## src/rtl/button_conditioner.sv

```systemverilog
// button_conditioner
// Turns a raw, bouncing board push-button into clean single-cycle enable
// pulses: polarity adjustment, two-flop synchroniser, press/release debounce
// and optional auto-repeat while the button is held.
module button_conditioner #(
    parameter int DEBOUNCE_CYCLES    = 16,
    parameter int REPEAT_DELAY       = 64,
    parameter int REPEAT_PERIOD      = 16,
    parameter bit BUTTON_ACTIVE_HIGH = 1'b1
) (
    input  logic clock_i,
    input  logic reset_n_i,
    input  logic button_i,
    output logic enable_o,
    output logic button_level_o,
    output logic release_o
);

    // Counter widths: the debounce counter only has to reach DEBOUNCE_CYCLES-1,
    // the repeat counter the larger of the two repeat intervals minus one.
    localparam int DCNT_W     = $clog2(DEBOUNCE_CYCLES);
    localparam int RMAX_RAW   = (REPEAT_DELAY > REPEAT_PERIOD) ? REPEAT_DELAY : REPEAT_PERIOD;
    localparam int RMAX       = (RMAX_RAW > 2) ? RMAX_RAW : 2;
    localparam int RCNT_W     = $clog2(RMAX);
    localparam bit REPEAT_EN  = (REPEAT_DELAY != 0);

    localparam logic [DCNT_W-1:0] DCNT_ONE     = DCNT_W'(1);
    localparam logic [DCNT_W-1:0] DCNT_LAST    = DCNT_W'(DEBOUNCE_CYCLES - 1);
    localparam logic [RCNT_W-1:0] RCNT_ONE     = RCNT_W'(1);
    localparam logic [RCNT_W-1:0] RDELAY_LAST  = RCNT_W'(REPEAT_DELAY - 1);
    localparam logic [RCNT_W-1:0] RPERIOD_LAST = RCNT_W'(REPEAT_PERIOD - 1);

    typedef enum logic [1:0] {
        ST_RELEASED      = 2'd0,
        ST_PRESS_CHECK   = 2'd1,
        ST_PRESSED       = 2'd2,
        ST_RELEASE_CHECK = 2'd3
    } state_t;

    logic              pin_s;
    logic              sync_meta_r;
    logic              btn_sync_r;
    state_t            state_r;
    logic [DCNT_W-1:0] dcnt_r;
    logic [RCNT_W-1:0] rcnt_r;
    logic              first_done_r;
    logic              enable_r;
    logic              level_r;
    logic              release_r;

    // Map the pin so that 1 always means "pressed" before synchronising.
    always_comb begin
        if (BUTTON_ACTIVE_HIGH) begin
            pin_s = button_i;
        end else begin
            pin_s = ~button_i;
        end
    end

    // Two-flop synchroniser; resets to the not-pressed level.
    always_ff @(posedge clock_i or negedge reset_n_i) begin
        if (!reset_n_i) begin
            sync_meta_r <= 1'b0;
            btn_sync_r  <= 1'b0;
        end else begin
            sync_meta_r <= pin_s;
            btn_sync_r  <= sync_meta_r;
        end
    end

    // Debounce / auto-repeat state machine with registered pulse and level outputs.
    always_ff @(posedge clock_i or negedge reset_n_i) begin
        if (!reset_n_i) begin
            state_r      <= ST_RELEASED;
            dcnt_r       <= {DCNT_W{1'b0}};
            rcnt_r       <= {RCNT_W{1'b0}};
            first_done_r <= 1'b0;
            enable_r     <= 1'b0;
            level_r      <= 1'b0;
            release_r    <= 1'b0;
        end else begin
            enable_r  <= 1'b0;
            release_r <= 1'b0;
            case (state_r)
                ST_RELEASED: begin
                    level_r <= 1'b0;
                    if (btn_sync_r) begin
                        state_r <= ST_PRESS_CHECK;
                        dcnt_r  <= DCNT_ONE;
                    end else begin
                        state_r <= ST_RELEASED;
                    end
                end
                ST_PRESS_CHECK: begin
                    if (!btn_sync_r) begin
                        // Bounce: drop back without a pulse.
                        state_r <= ST_RELEASED;
                        level_r <= 1'b0;
                    end else if (dcnt_r == DCNT_LAST) begin
                        state_r      <= ST_PRESSED;
                        enable_r     <= 1'b1;
                        level_r      <= 1'b1;
                        rcnt_r       <= {RCNT_W{1'b0}};
                        first_done_r <= 1'b0;
                    end else begin
                        dcnt_r  <= dcnt_r + DCNT_ONE;
                        level_r <= 1'b0;
                    end
                end
                ST_PRESSED: begin
                    level_r <= 1'b1;
                    if (!btn_sync_r) begin
                        state_r <= ST_RELEASE_CHECK;
                        dcnt_r  <= DCNT_ONE;
                    end else if (REPEAT_EN) begin
                        if (!first_done_r && (rcnt_r == RDELAY_LAST)) begin
                            enable_r     <= 1'b1;
                            rcnt_r       <= {RCNT_W{1'b0}};
                            first_done_r <= 1'b1;
                        end else if (first_done_r && (rcnt_r == RPERIOD_LAST)) begin
                            enable_r <= 1'b1;
                            rcnt_r   <= {RCNT_W{1'b0}};
                        end else begin
                            rcnt_r <= rcnt_r + RCNT_ONE;
                        end
                    end else begin
                        rcnt_r <= rcnt_r;
                    end
                end
                ST_RELEASE_CHECK: begin
                    // rcnt_r and first_done_r are frozen here so a release
                    // bounce neither restarts nor adds repeats.
                    if (btn_sync_r) begin
                        state_r <= ST_PRESSED;
                        level_r <= 1'b1;
                    end else if (dcnt_r == DCNT_LAST) begin
                        state_r   <= ST_RELEASED;
                        release_r <= 1'b1;
                        level_r   <= 1'b0;
                    end else begin
                        dcnt_r  <= dcnt_r + DCNT_ONE;
                        level_r <= 1'b1;
                    end
                end
                default: begin
                    state_r      <= ST_RELEASED;
                    dcnt_r       <= {DCNT_W{1'b0}};
                    rcnt_r       <= {RCNT_W{1'b0}};
                    first_done_r <= 1'b0;
                    level_r      <= 1'b0;
                end
            endcase
        end
    end

    assign enable_o       = enable_r;
    assign button_level_o = level_r;
    assign release_o      = release_r;

endmodule
```

## config.mk

```make
export PLATFORM = sky130hd
export DESIGN_NAME = button_conditioner
export DESIGN_NICKNAME = d
export VERILOG_FILES = /design/src/rtl/button_conditioner.sv
export SDC_FILE = /design/constraint.sdc
export NUM_CORES = 1
export LEC_CHECK = 0
export CAP_MARGIN = 20
export CORE_MARGIN = 2
export CORE_UTILIZATION = 45
export DETAILED_ROUTE_END_ITERATION = 6
export PLACE_DENSITY = 0.65
export REMOVE_ABC_BUFFERS = 1
export SYNTH_ARGS = -nofsm -noshare
export SYNTH_HDL_FRONTEND = slang
export SYNTH_SLANG_ARGS = --single-unit
```

## constraint.sdc

```tcl
create_clock -name clock_i -period 1.58 [get_ports clock_i]
set_input_delay 0.316 -clock clock_i [delete_from_list [all_inputs] [get_ports clock_i]]
set_output_delay 0.316 -clock clock_i [all_outputs]
set_load 0.05 [all_outputs]
```

==> flow_summary.yaml <==
outcome:
  status: "finished, violations left"
  violations: "setup timing"
detailed_routing:
  drc: 0
  drt-initial-drc-count: 24
  wire_per_inst_um: 14.8
  wl_um: 2580
  vias_per_cell: 5.54
  vias: 964
  first_pass_iters: 4
  ant_nets: 0
worst_setup_path:
  rr_worst_depth: 6
  r2r-end: "dcnt_r[0]$_DFFE_PN0P_"
  crit_fanout: 4
  required_ns: 1.78
  rrSetupSlack_ns: -0.06
  start_kind: "flop"
  cp-end-kind: "flop"
  arrival_ns: 1.84
  crit_type: "reg -> reg"
power:
  swShare_pct: 40.2
  power_frac_clock_pct: 10.6
  p_comb_share_pct: 63.9
  p_per_area_nw_per_um2: 1750
  internal-power_w: 0.00164
  peakVddDrop_mv: 1.17
  power_frac_seq_pct: 25.6
  p_leak_nw: 0.683
  p_switching_w: 0.00110
sta:
  hold_violations: 0
  fin_crit_ns: 1.64
  rsz0062_at_grt: "yes"
  layout_setup_ws_ns: -0.0625
  finalSetupViolCount: 1
  skew_ns: 0.00447
  slew_violations: 0
  slew_headroom_pct: 80.8
  fmax_ghz: 0.609
  fin_crit_sh_pct: 104
  worst_pin_slew_ns: 0.288
logic_synthesis:
  synth_cell_type_count: 42
  synth_edf_count: 0
  synth_mux_area_share_pct: 2.87
  syn_inst: 107
  synth_top_area_share_pct: 41.3
  ys_async_sr_fraction_pct: 100
  synth_compound_gate_area_share_pct: 22.1
  synthAdderAreaFrac_pct: 8.03
  synth.area.top_cells: "dfrtp_1, ha_1, nand2_1"
  synth-main-ff-cell: "dfrtp_1"
  synthXorXnorAreaFrac_pct: 0
  synth_area_um2: 1090
  yosysWarnings: 0
  ys_seq_elements: 18
  synthTopCellsByCount: "dfrtp_1, nand2_1, ha_1"
  synth_area_leader_cell: "dfrtp_1"
  ys_seq_area_share_pct: 41.3
  synth.most_common_cell: "dfrtp_1"
  synth_top_family_by_area: "simple AND/OR/NAND/NOR gates"
  synth-simple-area-share_pct: 23.2
  syn_area_per_cell_um2: 10.2
floorplan:
  die_y_um: 53.2
  fp.dieW_um: 53.2
  ios: 6
  core_area_um2: 2250
  rows: 17
  die_area_um2: 2830
  start_util_pct: 48.4
clock_network:
  cts.htree.levels: 1
  cts_sinks: 18
  numCtsBuffers: 3
  postCtsHoldBufs: 0
  cts_tree: "built"
  clock-root-buffer: "clkbuf_4"
  path_clk_slew_ns: 0.10
  insertion_delay_ns: 0.30
  cts_buffer_depth: 2
placement:
  placed_cell_area_um2: 1330
  gp_congestion: 0.820
  numPortBuffers: 5
  dp_hpwl_um: 1670
cells_and_area:
  multi_input_area_um2: 728
  area_delta_synth_final_pct: 43.6
  fillers: 174
  fin_util_pct: 69.5
  design_area_um2: 1570
  final_nets: 157
  register_area_um2: 452
  drive_gt1_share_pct: 45.9
  antenna-diode-count: 0
global_route:
  grt_pass1_wl_um: 4510
  overflow: 0
  antenna_found_initial: 0
  grt_pass1_vias: 977
  grt.total_usage_pct: 21.9
  grt_max_degree: 19
flow_run:
  cap_violations: 0
min_path:
  holdCritPathClass: "in -> async"
==> power groups by stage <==
| stage | clock (W) | sequential (W) | combinational (W) |
|---|---|---|---|
| 6_report | 0.000290 | 0.000702 | 0.00175 |
| 5_1_grt | 0.000321 | 0.000720 | 0.00189 |
| 4_1_cts | 0.000296 | 0.000694 | 0.00156 |
| 3_5_place_dp | 0 | 0.000700 | 0.00126 |
| 3_3_place_gp | 0 | 0.000691 | 0.00124 |
| 2_1_floorplan | 0 | 0.000734 | 0.000717 |
==> per-layer routing <==
metal / track usage, % / up-vias / wire length (µm)
li1: - / 480 / -
met5: 0 / - / 0
met2: 35.2 / 10 / 1270
met1: 30.7 / 471 / 1240
met4: 4.27 / 0 / 21
met3: 3.95 / 3 / 45
==> state kept, by name, summed over array words and instances, names as in the netlist, named ones only <==
signal          cells
release_o           1
sync_meta_r         1
btn_sync_r          1
enable_o            1
first_done_r        1
state_r             1
button_level_o      1
rcnt_r              6
dcnt_r              4
==> timing repair <==
| item | CTS | global route |
|---|---|---|
| endpoints found under the setup margin | 11 | 12 |
| gates cloned | 1 | 0 |
| pin swaps | 8 | 1 |
| setup buffers | 6 | 2 |
| gates resized for setup | 23 | 9 |
==> final cells by class <==
class / instances / share of cell area, %
Clock buffer: 4 / 2.32
Timing Repair Buffer: 36 / 18.8
Tap cell: 28 / 2.24
Sequential cell: 18 / 28.8
Multi-Input combinational cell: 83 / 46.5
Inverter: 5 / 1.36
==> cells by family (layout without fill, tap and decap cells) <==
logic type	count (synthesis)	in the layout
AOI/OAI and AO/OA	30	31
adders and majority gates	7	7
buffers and inverters	7	45
DFF	18	18
muxes	3	3
and+or+nand+nor	42	42
==> stage by stage <==
step / TNS, ns / total power, W / hold WS [ns] / std cells / worst slack, ns
finish: -0.0625 / 0.00274 / 0.333 / 174 / -0.0625
global route: -0.574 / 0.00293 / 0.353 / 174 / -0.126
CTS: -0.0256 / 0.00255 / 0.342 / 172 / -0.0256
detailed placement: -0.526 / 0.00196 / 0.344 / 161 / -0.135
global placement: -0.263 / 0.00193 / 0.339 / 161 / -0.0939
floorplan: -0.775 / 0.00145 / 0.0204 / 105 / -0.235
==> layout by cell type, fill, tap and decap left out, types with 2 or more instances in the layout <==
cell and n:
o21ai_1 2, mux2i_1 2, inv_2 3, a22o_1 2, and2_1 2, o21ai_0 4
clkbuf_4 3, nor3_1 2, clkdlybuf4s50_1 2, a21o_1 3, nor2_2 2, nor2_1 4
nand2_1 11, nand4_1 2, ha_2 2, buf_4 29, dfrtp_1 17, buf_6 5
a21oi_1 3, o31ai_2 2, nand3_1 5, o221ai_4 2, ha_4 4
==> critical path: stages (launching register included) <==
cell and delay [ns]:
dfrtp_1 0.44, buf_6 0.14, ha_4 0.16, and2b_1 0.22
nand3_2 0.10, and2_4 0.18, mux2_4 0.29
==> how the worst max path moves through the flow <==
stage                                      start  cells after the start                    end  slack, ns
after floorplan           state_r[0]$_DFFE_PN0P_                      6  dcnt_r[0]$_DFFE_PN0P_      -0.24
after global placement                      flop                      6  dcnt_r[0]$_DFFE_PN0P_      -0.09
after detailed placement  state_r[0]$_DFFE_PN0P_                      6  dcnt_r[0]$_DFFE_PN0P_      -0.13
after CTS                                   flop                      6  dcnt_r[0]$_DFFE_PN0P_      -0.03
after global routing                        flop                      6  dcnt_r[0]$_DFFE_PN0P_      -0.13
final                                       flop                      6  dcnt_r[0]$_DFFE_PN0P_      -0.06
Note: power is estimated with default switching activity, not from simulation.
==> edit 1, RTL diff (same settings) <==
Set the parameter `DEBOUNCE_CYCLES` to 8 (it was 16).
--- a/src/rtl/button_conditioner.sv
+++ b/src/rtl/button_conditioner.sv
@@ -4,5 +4,5 @@
 // and optional auto-repeat while the button is held.
 module button_conditioner #(
-    parameter int DEBOUNCE_CYCLES    = 16,
+    parameter int DEBOUNCE_CYCLES    = 8,
     parameter int REPEAT_DELAY       = 64,
     parameter int REPEAT_PERIOD      = 16,
Behaviour: no difference found for any inputs over 10 cycles, from zero or initial values and one cycle with reset_n_i low; that may be too few to reach the edited logic, so the function may still have changed.
==> edit 1 against the original RTL <==
The flow still finishes with violations (setup timing); synthesized cell count shrank 3.7%; worst setup slack worse by 0.011 ns; final cell count fell by 7.5%; global-route usage is 3.3 points lower; design area shrank 9.7%; die area fell by 5.2%; power is 2.8% lower; via count is 11% lower; synthesized area decreased by 5.6%; sequential cell count is 1 lower; first-iteration DRC count up 46%; routed wire length fell by 14%; clock skew fell by 0.0022 ns; critical path type unchanged; highest routed layer unchanged.
==> edit 1: results (changes against the original RTL) <==
| Metric | Value |
|---|---|
| Distinct cells, synth | `36 (-14%)` |
| TritonCTS buffer count | `3 (unchanged)` |
| Post-cts sizing count | `13 (-43%)` |
| Final Skew | `0.002319 ns (-0.002156 ns)` |
| Vias in the first global route | `800 (-18%)` |
| PnR worst setup slack | `-0.07315 ns (-0.01065 ns)` |
| Yosys Warn Count | `0 (unchanged)` |
| Via density | `5.329 (-3.8%)` |
| Final Wtd Congestion | `0.7698 (-6.1%)` |
| Post-synth top cells | `17 x dfrtp_1, 10 x nand2_1, 8 x ha_1` |
| WHS | `0.3203 ns (-0.01289 ns)` |
| Hold Crit Class | `input pin to asynchronous set/reset pin` |
| CTS Buffer Depth | `2 (unchanged)` |
| First-pass GRT wire length | `3636 um (-19%)` |
| Setup violators final | `4 (+3)` |
| Drt total wl | `2223 um (-14%)` |
| Worst setup SP type | `flip-flop` |
| Initial detailed-routing violation count | `35 (+46%)` |
| # diodes | `0 (unchanged)` |
| Worst slack at placement | `-0.1516 ns (-0.01676 ns)` |
| Leakage | `0.6476 nW (-5.2%)` |
| Register area share after synthesis | `41.31% (about the same)` |
| Die Wd | `51.84 um (-2.6%)` |
| Clock insertion delay at the later pin of the skew report | `0.30 ns (about the same)` |
| H-tree depth | `1 (unchanged)` |
| Post-DP HPWL | `1510 um (-9.8%)` |
| Worst vdd ir | `1.144 mV (-2.4%)` |
| I/O Buffers | `5 (unchanged)` |
| Initial antenna violation count | `0 (unchanged)` |
| Synth async-reset ratio | `100.0% (unchanged)` |
| Avg WL per Cell | `13.81 um (-6.7%)` |
| Dominant cells by area after synthesis | `dfrtp_1 41%, ha_1 9.7%, mux2i_1 3.9%` |
| Crit path max fanout | `3 (-1)` |
| Setup TNS Final | `-0.1273 ns (-0.06476 ns)` |
| Biggest regs | `rcnt_r (6), dcnt_r (3)` |
| Clock Pin Slew Worst Setup and Hold Paths | `0.10 ns (about the same)` |
| Total GRT Usage | `18.58% (-3.3 points)` |
| Biggest register | `rcnt_r` |
| P_sw | `0.001092 W (-1.0%)` |
| CTS root buf | `clkbuf_4` |
| TritonRoute pass-1 iters | `4 (unchanged)` |
| Layout cells sized above 1 | `42.86% (-3.0 points)` |
| Status | `complete, but fails checks` |
| Largest net degree at the start of global routing | `18 (-1)` |
| Failing checks | `setup timing` |
| Slew margin rel. | `73.68% (-7.1 points)` |
| Placed Instances | `148 (-8.1%)` |
| Synth Instances | `103 (-3.7%)` |
| Postcts setup bufs | `5 (-1)` |
==> edit 1: critical path: stages, from the launching register on <==
cell and delay, ns:
dfrtp_1 0.45, inv_2 0.10, ha_4 0.17, mux2_4 0.29, nor3_4 0.16, nor3_4 0.08
mux2_4 0.30
==> edit 1: logic make-up after synthesis <==
| family | Yosys count | share of synthesized area, % |
|---|---|---|
| simple gates | 36 | 21.51 |
| compound gates | 25 | 16.28 |
| buf+inv | 11 | 4.739 |
| mux | 6 | 6.440 |
| flops | 17 | 41.31 |
| fa+ha+maj | 8 | 9.721 |
==> edit 1: final timing paths <==
check	cells after the start	end
hold reg to reg	0	btn_sync_r
setup reg to reg	6	dcnt_r[0]
min in group clock_i	0	btn_sync_r
max in group asynchronous	2	dcnt_r[1]
hold / removal	2	rcnt_r[0]
setup / recovery	6	dcnt_r[0]
==> edit 1: per-layer routing <==
metal  track usage (%)  wire length, um  up-vias
met5                 0                0        -
met4             6.579               40        0
met3             2.586               67        3
met2             30.38             1097       17
met1             25.00             1017      411
li1                  -                -      427
==> edit 1: through the flow <==
step                instance area, um^2  util, %
floorplan                          1007        -
finish                             1414    64.53
global route                       1414    64.53
global placement                   1205    55.00
detailed placement                 1205    55.00
CTS                                1335    60.94
==> edit 1: final cells by class <==
class,count,area (um^2)
Clock buffer,3,22.52
Clock inverter,1,5.005
Fill cell,178,777.0
Inverter,7,26.28
Multi-Input combinational cell,75,665.6
Sequential cell,17,425.4
Tap cell,28,35.03
Timing Repair Buffer,30,234.0
==> edit 1: power groups by stage <==
stage          registers [W]  clock network, W  logic (W)
2_1_floorplan       0.000666                 0   0.000800
3_3_place_gp        0.000625                 0    0.00128
3_5_place_dp        0.000634                 0    0.00133
4_1_cts             0.000634          0.000253    0.00158
5_1_grt             0.000655          0.000271    0.00193
6_report            0.000642          0.000245    0.00178
==> edit 2, RTL diff (same flow settings) <==
Without the edit above. Reset style: synchronous (`reset_n_i`), changed in 2 clocked blocks.
--- a/src/rtl/button_conditioner.sv
+++ b/src/rtl/button_conditioner.sv
@@ -59,5 +59,5 @@
 
     // Two-flop synchroniser; resets to the not-pressed level.
-    always_ff @(posedge clock_i or negedge reset_n_i) begin
+    always_ff @(posedge clock_i) begin
         if (!reset_n_i) begin
             sync_meta_r <= 1'b0;
@@ -70,5 +70,5 @@
 
     // Debounce / auto-repeat state machine with registered pulse and level outputs.
-    always_ff @(posedge clock_i or negedge reset_n_i) begin
+    always_ff @(posedge clock_i) begin
         if (!reset_n_i) begin
             state_r      <= ST_RELEASED;
Check against the original RTL: no difference found for any inputs over 10 cycles, from zero or initial values and one cycle with reset_n_i low; that may be too few to reach the edited logic, so the function may still have changed.
==> edit 2 against the original RTL <==
The flow still finishes with violations (setup timing); worst setup slack worse by 0.12 ns; design area increased by 3.4%; critical endpoint is now rcnt_r[4]; largest cell class unchanged; critical path depth grew 1; routed wire length rose by 23%; utilization grew 11 points; first-iteration DRC count increased by 92%; count of clock-buffer cells in the layout stayed put; sequential cell count did not move; critical path type unchanged; synthesized area shrank 9.4%; non-clock buffer count rose by 7.
Power is left out: it rests on default switching activity, and per cell area and clock period it moved more than threefold.
==> edit 2: results (changes against the original RTL) <==
| Metric | Value |
|---|---|
| Largest net degree at the start of global routing | `12 (-7)` |
| Placed Instances | `162 (+0.62%)` |
| Crit-path slowest cell | `dfxtp_4` |
| Post-synth top cells | `18 x dfxtp_1, 8 x a21oi_1, 8 x inv_1, 7 x ha_1, 7 x nand2_1` |
| Top delay family on crit path | `compound AO/OA/AOI/OAI gates` |
| Vias in the first global route | `892 (-8.7%)` |
| First-pass GRT wire length | `4284 um (-5.1%)` |
| PnR worst setup slack | `-0.1819 ns (-0.1194 ns)` |
| Critical path arrival | `1.96 ns (+0.12 ns)` |
| CP max stage delay | `0.41 ns (-0.03 ns)` |
| Crit path max fanout | `5 (+1)` |
| H-tree depth | `1 (unchanged)` |
| Status | `complete, but fails checks` |
| Dominant cells by area after synthesis | `dfxtp_1 36%, ha_1 8.9%, mux2i_1 5.1%` |
| Final Wtd Congestion | `0.8210 (+0.17%)` |
| Synth async-reset ratio | `0% (-100 points)` |
| Slew @ Worst Pin | `0.3547 ns (+0.06674 ns)` |
| Distinct cells, synth | `37 (-12%)` |
| Vias | `1049 (+8.8%)` |
| Hold Crit Class | `flip-flop to flip-flop` |
| Setup violators final | `10 (+9)` |
| Post-DP HPWL | `1652 um (-1.3%)` |
| Final Skew | `0.001412 ns (-0.003063 ns)` |
| Failing checks | `setup timing` |
| Layout cells sized above 1 | `55.33% (+9.4 points)` |
==> edit 2: timing repair <==
item	4_1_cts	5_1_grt
buffers inserted	3	9
endpoints found under the setup margin	12	12
gates resized for setup	29	34
pin swaps	9	15
==> edit 2: metal layers <==
metal | vias to the layer above | share of wire (%) | track usage, %
met1 | 521 | 45 | 32.04
met2 | 36 | 49 | 32.46
met5 | - | 0 | 0
met3 | 6 | 4.5 | 4.971
met4 | 0 | 1.8 | 9.910
li1 | 486 | - | -
==> edit 2: final cells by class <==
type,instances,area [um^2]
multi-input cells,77,778.2
fillers,117,401.6
flip-flops and latches,18,370.4
repair buffers,43,361.6
inverters,8,40.04
clock buffers,4,36.28
well taps,27,33.78
==> edit 2: per-stage QoR <==
step	utilization (%)	hold slack [ns]	setup slack, ns	setup TNS, ns
after CTS	69.86	0.4610	-0.1302	-0.5484
after floorplan	-	0.4118	-0.3677	-1.425
after detailed placement	61.51	0.4326	-0.2376	-1.624
after global routing	80.14	0.5022	-0.2205	-1.478
final	80.14	0.4661	-0.1819	-0.8688
after global placement	61.51	0.4176	-0.2711	-1.152
==> edit 2: worst paths after layout <==
kind          startpoint          to  slack (ns)  depth (start not counted)
min          sync_meta_r  btn_sync_r        0.47                          1
max reg2reg    flip-flop   rcnt_r[4]       -0.18                          7
max            flip-flop   rcnt_r[4]       -0.18                          7
min reg2reg  sync_meta_r  btn_sync_r        0.47                          1
==> edit 2: cell families (layout without fill, tap and decap cells) <==
logic type               count (synthesis)  after routing  share of synthesized area, %
AO/OA/AOI/OAI                           31             31                         23.42
AND/OR/NAND/NOR                         31             31                         18.10
flip-flops                              18             18                         36.46
adder cells (fa/ha/maj)                  7              7                         8.860
XOR/XNOR                                 3              3                         2.659
multiplexers                             5              5                         5.063
buffers and inverters                   12             55                         5.443
